<file path="src/rtl/apple_iie_timing_gen.sv">
// apple_iie_timing_gen: CPU/video/DRAM timing generator driven from the 14.318 MHz master clock.
// Produces 7M, Q3, PHI0/PHI1, RAS_n/CAS_n and AX, and stretches the last CPU cycle of each
// horizontal line. Also provides PHI0 edge strobes and a per-line CPU cycle counter.
//
// Ports:
//   clk_14M      in   master clock, sole clock of the block
//   reset        in   asynchronous active-high reset
//   stretch_en   in   1 = last cycle of each line is long; sampled only when a cycle starts
//   clk_7M       out  clk_14M / 2
//   clk_q3       out  asymmetric Q3 strobe clock
//   clk_phi_0    out  CPU phase 0
//   clk_phi_1    out  inverse of clk_phi_0
//   ras_n        out  DRAM row strobe, active low
//   cas_n        out  DRAM column strobe, active low
//   ax           out  1 = row address on DRAM mux
//   phi0_rise    out  one-tick strobe on the first tick with clk_phi_0 high
//   phi0_fall    out  one-tick strobe on the first tick of a new cycle
//   long_cycle   out  high for every tick of a stretched cycle
//   cycle_count  out  CPU cycle index within the line
module apple_iie_timing_gen #(
    parameter int unsigned HALF_CYCLE    = 7,
    parameter int unsigned LINE_CYCLES   = 65,
    parameter int unsigned STRETCH_TICKS = 2,
    parameter int unsigned Q3_HIGH       = 4,
    localparam int unsigned CW           = $clog2(LINE_CYCLES)
) (
    input  logic          clk_14M,
    input  logic          reset,
    input  logic          stretch_en,
    output logic          clk_7M,
    output logic          clk_q3,
    output logic          clk_phi_0,
    output logic          clk_phi_1,
    output logic          ras_n,
    output logic          cas_n,
    output logic          ax,
    output logic          phi0_rise,
    output logic          phi0_fall,
    output logic          long_cycle,
    output logic [CW-1:0] cycle_count
);

    localparam int unsigned TW = $clog2(2 * HALF_CYCLE + STRETCH_TICKS);

    localparam logic [TW-1:0] H_T       = TW'(HALF_CYCLE);
    localparam logic [TW-1:0] END_SHORT = TW'(2 * HALF_CYCLE - 1);
    localparam logic [TW-1:0] END_LONG  = TW'(2 * HALF_CYCLE - 1 + STRETCH_TICKS);
    localparam logic [TW-1:0] Q3_T      = TW'(Q3_HIGH);
    localparam logic [CW-1:0] LAST_CYC  = CW'(LINE_CYCLES - 1);
    localparam logic          HAS_STRETCH = (STRETCH_TICKS != 0);

    logic [TW-1:0] t;
    logic [TW-1:0] t_nx;
    logic [TW-1:0] p_nx;
    logic [CW-1:0] cc_nx;
    logic          long_nx;
    logic          phi0_nx;

    // Next tick / cycle / long flag; outputs are decoded from these so they track t with no lag.
    always_comb begin
        t_nx    = t + TW'(1);
        cc_nx   = cycle_count;
        long_nx = long_cycle;
        if (t == (long_cycle ? END_LONG : END_SHORT)) begin
            t_nx    = '0;
            cc_nx   = (cycle_count == LAST_CYC) ? '0 : cycle_count + CW'(1);
            long_nx = stretch_en && (cc_nx == LAST_CYC) && HAS_STRETCH;
        end
        phi0_nx = (t_nx >= H_T);
        // Stretch ticks give p >= HALF_CYCLE, so Q3/AX/RAS_n/CAS_n stay low there.
        p_nx    = phi0_nx ? t_nx - H_T : t_nx;
    end

    // State and registered outputs.
    always_ff @(posedge clk_14M or posedge reset) begin
        if (reset) begin
            t           <= '0;
            cycle_count <= '0;
            long_cycle  <= 1'b0;
            clk_7M      <= 1'b0;
            clk_phi_0   <= 1'b0;
            clk_phi_1   <= 1'b1;
            clk_q3      <= 1'b1;
            ax          <= 1'b1;
            ras_n       <= 1'b1;
            cas_n       <= 1'b1;
            phi0_rise   <= 1'b0;
            phi0_fall   <= 1'b0;
        end else begin
            t           <= t_nx;
            cycle_count <= cc_nx;
            long_cycle  <= long_nx;
            clk_7M      <= ~clk_7M;
            clk_phi_0   <= phi0_nx;
            clk_phi_1   <= ~phi0_nx;
            clk_q3      <= (p_nx < Q3_T);
            ax          <= (p_nx < TW'(3));
            ras_n       <= (p_nx < TW'(2));
            cas_n       <= (p_nx < TW'(4));
            phi0_rise   <= (t_nx == H_T);
            // t only returns to 0 from the end tick, so the reset cycle never strobes.
            phi0_fall   <= (t_nx == '0);
        end
    end

endmodule

</file>
<file path="config.mk">
export PLATFORM = sky130hd
export DESIGN_NAME = apple_iie_timing_gen
export DESIGN_NICKNAME = d
export VERILOG_FILES = /design/src/rtl/apple_iie_timing_gen.sv
export SDC_FILE = /design/constraint.sdc
export NUM_CORES = 1
export LEC_CHECK = 0
export CAP_MARGIN = 20
export CORE_MARGIN = 1.5
export CORE_UTILIZATION = 35
export CTS_CLUSTER_DIAMETER = 150
export DETAILED_ROUTE_END_ITERATION = 10
export PLACE_DENSITY_LB_ADDON = 0.3
export SYNTH_ARGS = -nofsm -noshare
export SYNTH_HDL_FRONTEND = slang
export SYNTH_SLANG_ARGS = --single-unit
</file>
<file path="constraint.sdc">
create_clock -name clk_14M -period 2.25 [get_ports clk_14M]
set_input_delay 0.3375 -clock clk_14M [delete_from_list [all_inputs] [get_ports clk_14M]]
set_output_delay 0.3375 -clock clk_14M [all_outputs]
set_load 0.01 [all_outputs]
</file>
# Word-level counts from Yosys, hierarchy flattened
# Index checks and enable logic that the tools add are counted.
# totals
regBits	20
mem_bits_ro	0
inputBits	3
latch_bits	0
ram_bits	0
wordCells	30
mem_count	0
output_inout_bits	17
# op_classes
magnitude_cmp	4
shift	0
n_eq_ne	4
bitwise	2
addsub	3
mul	0
n_reduce_logical	2
n_div	0
muxes	4
# op_table
op	n
== test 7 bit, second input constant	2
less-than comparator 4 x 2 -> 1 bit, second input constant	2
two-way mux 4 bit	2
adder 7 x 1 -> 7 bit, second input constant	1
two-way mux 7 bit	1
adder 4 x 1 -> 4 bit, second input constant	1
== test 4 x 3 -> 1 bit, second input constant	1
== test 4 bit	1
>= comparator 4 x 3 -> 1 bit, second input constant	1
logical NOT 4 bit	1
less-than comparator 4 x 3 -> 1 bit, second input constant	1
subtractor 4 x 3 -> 4 bit, second input constant	1
two-way mux 2 bit	1
inverter 1 bit	2
logical AND 1 bit	1

# Depth between registers and ports, before layout
# depth
word_depth	6
mapped_depth	10
depth_no_buf	10

# Worst setup path after synthesis
# OpenSTA, ideal clock, no wires.
# synth_path
kind	flip-flop to flip-flop
startpoint	register long_cycle
endpoint	register ras_n
arrival_time_ps	1998
setup_time_ps	79
stages_incl_launch_ff	11
setup_slack_ps	173
n_path_buf	0
required_time_ps	2171
synth_period_minus_slack_ps	2077
cell_sequence	dfrtp_1 xor2_1 nor2_1 nand2_1 nand2_1 inv_1 ha_1 inv_1 o211a_1 or3b_4 o211a_1
# synth_between
elab_chain_cells	6
word_cells_on_any_way	7
classes_between	add/sub (1); order compare (2); eq/ne (1); mux (3)
# synth_lines
element	line	text
start: declaration	39	output logic long_cycle,
start signal: assignment	92	long_cycle <= long_nx;
two-way mux 2 bit *	64	if (t == (long_cycle ? END_LONG : END_SHORT)) begin
== test 4 bit *	64	
two-way mux 4 bit *	64	
subtractor 4 x 3 -> 4 bit or >= comparator 4 x 3 -> 1 bit (tied branches)	71, 69	
two-way mux 4 bit *	71	p_nx = phi0_nx ? t_nx - H_T : t_nx;
less-than comparator 4 x 2 -> 1 bit *	98	ras_n <= (p_nx < TW'(2));
end signal: assignment	98	
end: declaration	34	output logic ras_n,
# Every way passes the cells marked *; elsewhere a longest branch is shown, timed or not.
# A chain may end at the register's enable or synchronous reset.

# Final worst setup path
# layout_path
startpoint	register t[1]
endpoint	register ax
# layout_between
elab_chain_cells	5
word_cells_on_any_way	7
classes_between	add/sub (2); order compare (2); eq/ne (1); mux (2)
# layout_lines
element	line	text
start: declaration	52	logic [TW-1:0] t;
start signal: assignment	90	t <= t_nx;
adder 4 x 1 -> 4 bit or == test 4 bit (tied branches)	61, 64	
two-way mux 4 bit *	64	
subtractor 4 x 3 -> 4 bit or >= comparator 4 x 3 -> 1 bit (tied branches)	71, 69	
two-way mux 4 bit *	71	
less-than comparator 4 x 2 -> 1 bit *	97	ax <= (p_nx < TW'(3));
end signal: assignment	97	
end: declaration	36	output logic ax,
# Marked as above.

==> flow_summary.json <==
{
  "grt_max_degree": 21,
  "pre_cts_slack_ns": 0.07342,
  "fin_nets": 135,
  "max_cap_violations": 0,
  "syn2layout_area_growth_pct": 26.12,
  "status": "completed",
  "ys_types": 33,
  "cts.path.max_buffers": 2,
  "grt_pass1_wl_um": 3456,
  "antenna_left": 0,
  "tightest_slew_ns": 0.7071,
  "crit_path_start_kind": "flop",
  "fillCellCount": 263,
  "arrival_ns": 2.36,
  "ys_warn_count": 0,
  "final_hold_viol_count": 0,
  "diodes": 0,
  "dp_cells": 153,
  "seq_area_um2": 505.5,
  "r2r_slack_ns": 0.14,
  "multiInputGateArea_um2": 478.0,
  "synth_area_um2": 1035,
  "row_count": 19,
  "clock_sinks": 20,
  "synth_fp_nets": 113,
  "cts_tree": "done",
  "cp_max_fo": 5,
  "die-width_um": 57.37,
  "start_util_pct": 37.20,
  "p_leak_nw": 0.6052,
  "grt-ovfl-total": 0,
  "drive_gt1_share_pct": 13.49,
  "hpwl_um": 1526,
  "highest_layer": "met4",
  "worst-setup-path-type": "reg -> reg",
  "min_period_ns": 2.108,
  "critPathCaptureType": "flop",
  "final_common_cell": "clkdlybuf4s50_1",
  "first_pass_iters": 4,
  "grt_usage_pct": 13.89,
  "insertion_delay_ns": 0.31,
  "place.gp.congestion": 0.7983,
  "io_pins": 20,
  "wl_per_cell_um": 13.29,
  "max_freq_mhz": 474.3,
  "slew_headroom_pct": 52.81,
  "cp.required_ns": 2.51,
  "cts_root_buf": "clkbuf_4",
  "drt-total-wl_um": 2086,
  "wl_met1_um": 908,
  "finalSetupViolCount": 0,
  "reg2reg_to": "ax",
  "ys_seq_elements": 20,
  "htreeDepth": 1,
  "drt_iter0_drc": 25,
  "die-area_um2": 3291,
  "syn_inst": 105,
  "wl_met2_um": 1027,
  "drc": 0,
  "most-common-layout-cells": "19 x clkdlybuf4s50_1, 16 x dfrtp_1, 13 x inv_1",
  "synth_area_per_cell_um2": 9.855,
  "grt_antenna_before_repair": 0,
  "path_clk_slew_ns": 0.11,
  "portBuffers": 19,
  "reg2regPathDepth": 10,
  "rsz0062_at_grt": "no",
  "yosysSeqAreaShare_pct": 48.85,
  "cts_buffers": 3,
  "coreArea_um2": 2781,
  "avgViaCountPerCell": 5.197,
  "finClkSkew_ns": 0.003366,
  "stdcell_count": 157,
  "route.met3.wl_um": 95,
  "grt_pass1_vias": 767,
  "hold_path.class": "in -> async",
  "slew_viol_final": 0,
  "route.vias.total": 816,
  "regToRegStartpoint": "t[1]",
  "powerDensity_nw_per_um2": 447.9,
  "setup_ws_ns": 0.1417,
  "ir_worst_vdd_v": 0.0002833,
  "setup_tns_ns": 0,
  "die_h_um": 57.37,
  "fin_crit_sh_pct": 93.70
}
-- stage by stage --
| stage | hold WS, ns | power (mW) | utilization (%) | cell area [µm²] |
|---|---|---|---|---|
| global route | 0.4782 | 0.6077 | 46.92 | 1305 |
| floorplan | 0.2984 | 0.3722 | - | 1035 |
| global placement | 0.4053 | 0.3772 | 45.16 | 1256 |
| detailed placement | 0.4578 | 0.3777 | 45.16 | 1256 |
| CTS | 0.4627 | 0.5892 | 46.47 | 1292 |
| finish | 0.4209 | 0.5845 | 46.92 | 1305 |
-- worst max-delay path, stage by stage (launching register included) --
cell and delay (ns):
dfrtp_1 0.45, xor2_2 0.24, nor2_1 0.10, nand2_2 0.11, nand2_1 0.07, inv_1 0.06, ha_2 0.22, inv_1 0.06
o211a_1 0.22, or3b_4 0.40, o211a_1 0.13
-- Yosys cell counts --
cell | n | area, µm²
a31oi_1 | 3 | 18.77
nor3_1 | 2 | 10.01
buf_4 | 1 | 7.510
o21ai_1 | 1 | 5.000
mux2_2 | 1 | 11.26
xor2_1 | 2 | 17.52
nand2b_4 | 1 | 13.76
nand2_1 | 11 | 41.29
or3b_4 | 1 | 11.26
o22ai_1 | 1 | 6.260
dfstp_2 | 4 | 105.1
nor2b_1 | 2 | 12.51
inv_1 | 13 | 48.80
o211ai_1 | 1 | 7.510
nand4_1 | 4 | 25.02
o41ai_1 | 1 | 8.760
nor2_1 | 4 | 15.01
o311ai_1 | 1 | 8.760
nand2b_1 | 2 | 12.51
nand3_1 | 7 | 35.03
ha_1 | 5 | 62.56
a211oi_1 | 1 | 7.510
and3_1 | 1 | 6.260
nor4_1 | 1 | 6.260
o21ai_0 | 5 | 25.02
xnor2_1 | 3 | 26.28
clkbuf_1 | 2 | 7.510
and4_1 | 1 | 8.760
o31ai_2 | 1 | 12.51
or3_1 | 2 | 12.51
dfrtp_1 | 16 | 400.4
and2_2 | 1 | 7.510
o211a_1 | 3 | 30.03
-- worst max path at each step --
stage / start / endpoint / slack [ns] / cells after the start
floorplan: long_cycle / ras_n / 0.17 / 10
global placement: t[1] / ax / 0.16 / 10
finish: t[1] / ax / 0.14 / 10
global route: t[0] / ax / 0.01 / 10
detailed placement: long_cycle / ax / 0.07 / 10
CTS: long_cycle / ax / 0.02 / 10
-- layout make-up --
type                            count  area share [%]
Sequential cell                    20           38.73
Inverter                           13           3.739
Tap cell                           31           2.972
Multi-Input combinational cell     69           36.63
Clock buffer                        4           2.780
Timing Repair Buffer               20           15.15
-- sequential cells by signal, indices dropped and copies added, names as in the netlist --
signal	flops
cycle_count	7
t	4
ax	1
cas_n	1
clk_7M	1
clk_phi_0	1
clk_phi_1	1
long_cycle	1
phi0_fall	1
phi0_rise	1
ras_n	1
-- where the power goes --
part / switching (mW) / internal [mW] / total [mW]
combinational: 0.00697 / 0.00343 / 0.0104
sequential: 0 / 0.360 / 0.360
clock: 0.115 / 0.0991 / 0.214
total: 0.122 / 0.462 / 0.584
-- timing repair --
action	CTS	global route
hold buffers	0	0
buffers inserted	0	0
gates resized for setup	0	3
endpoints found under the setup margin	0	3
hold endpoints to repair	0	0
-- layer usage --
layer	GRT usage, %	vias to the layer above
met5	0	-
met4	7.973	0
met3	1.361	5
met2	22.56	29
met1	17.99	376
li1	-	406
-- kinds of logic (layout without fill, tap and decap cells) --
| group | count (synthesis) | count (layout) | share of synthesized area [%] |
|---|---|---|---|
| adders and majority gates | 5 | 5 | 6.046 |
| AOI/OAI and AO/OA | 18 | 18 | 12.58 |
| muxes | 1 | 1 | 1.088 |
| DFF | 20 | 20 | 48.85 |
| xor gates and xnor gates | 5 | 5 | 4.233 |
| buffers and inverters | 16 | 37 | 6.168 |
| and+or+nand+nor | 40 | 40 | 21.04 |
Note: power is estimated with default switching activity, not from simulation.
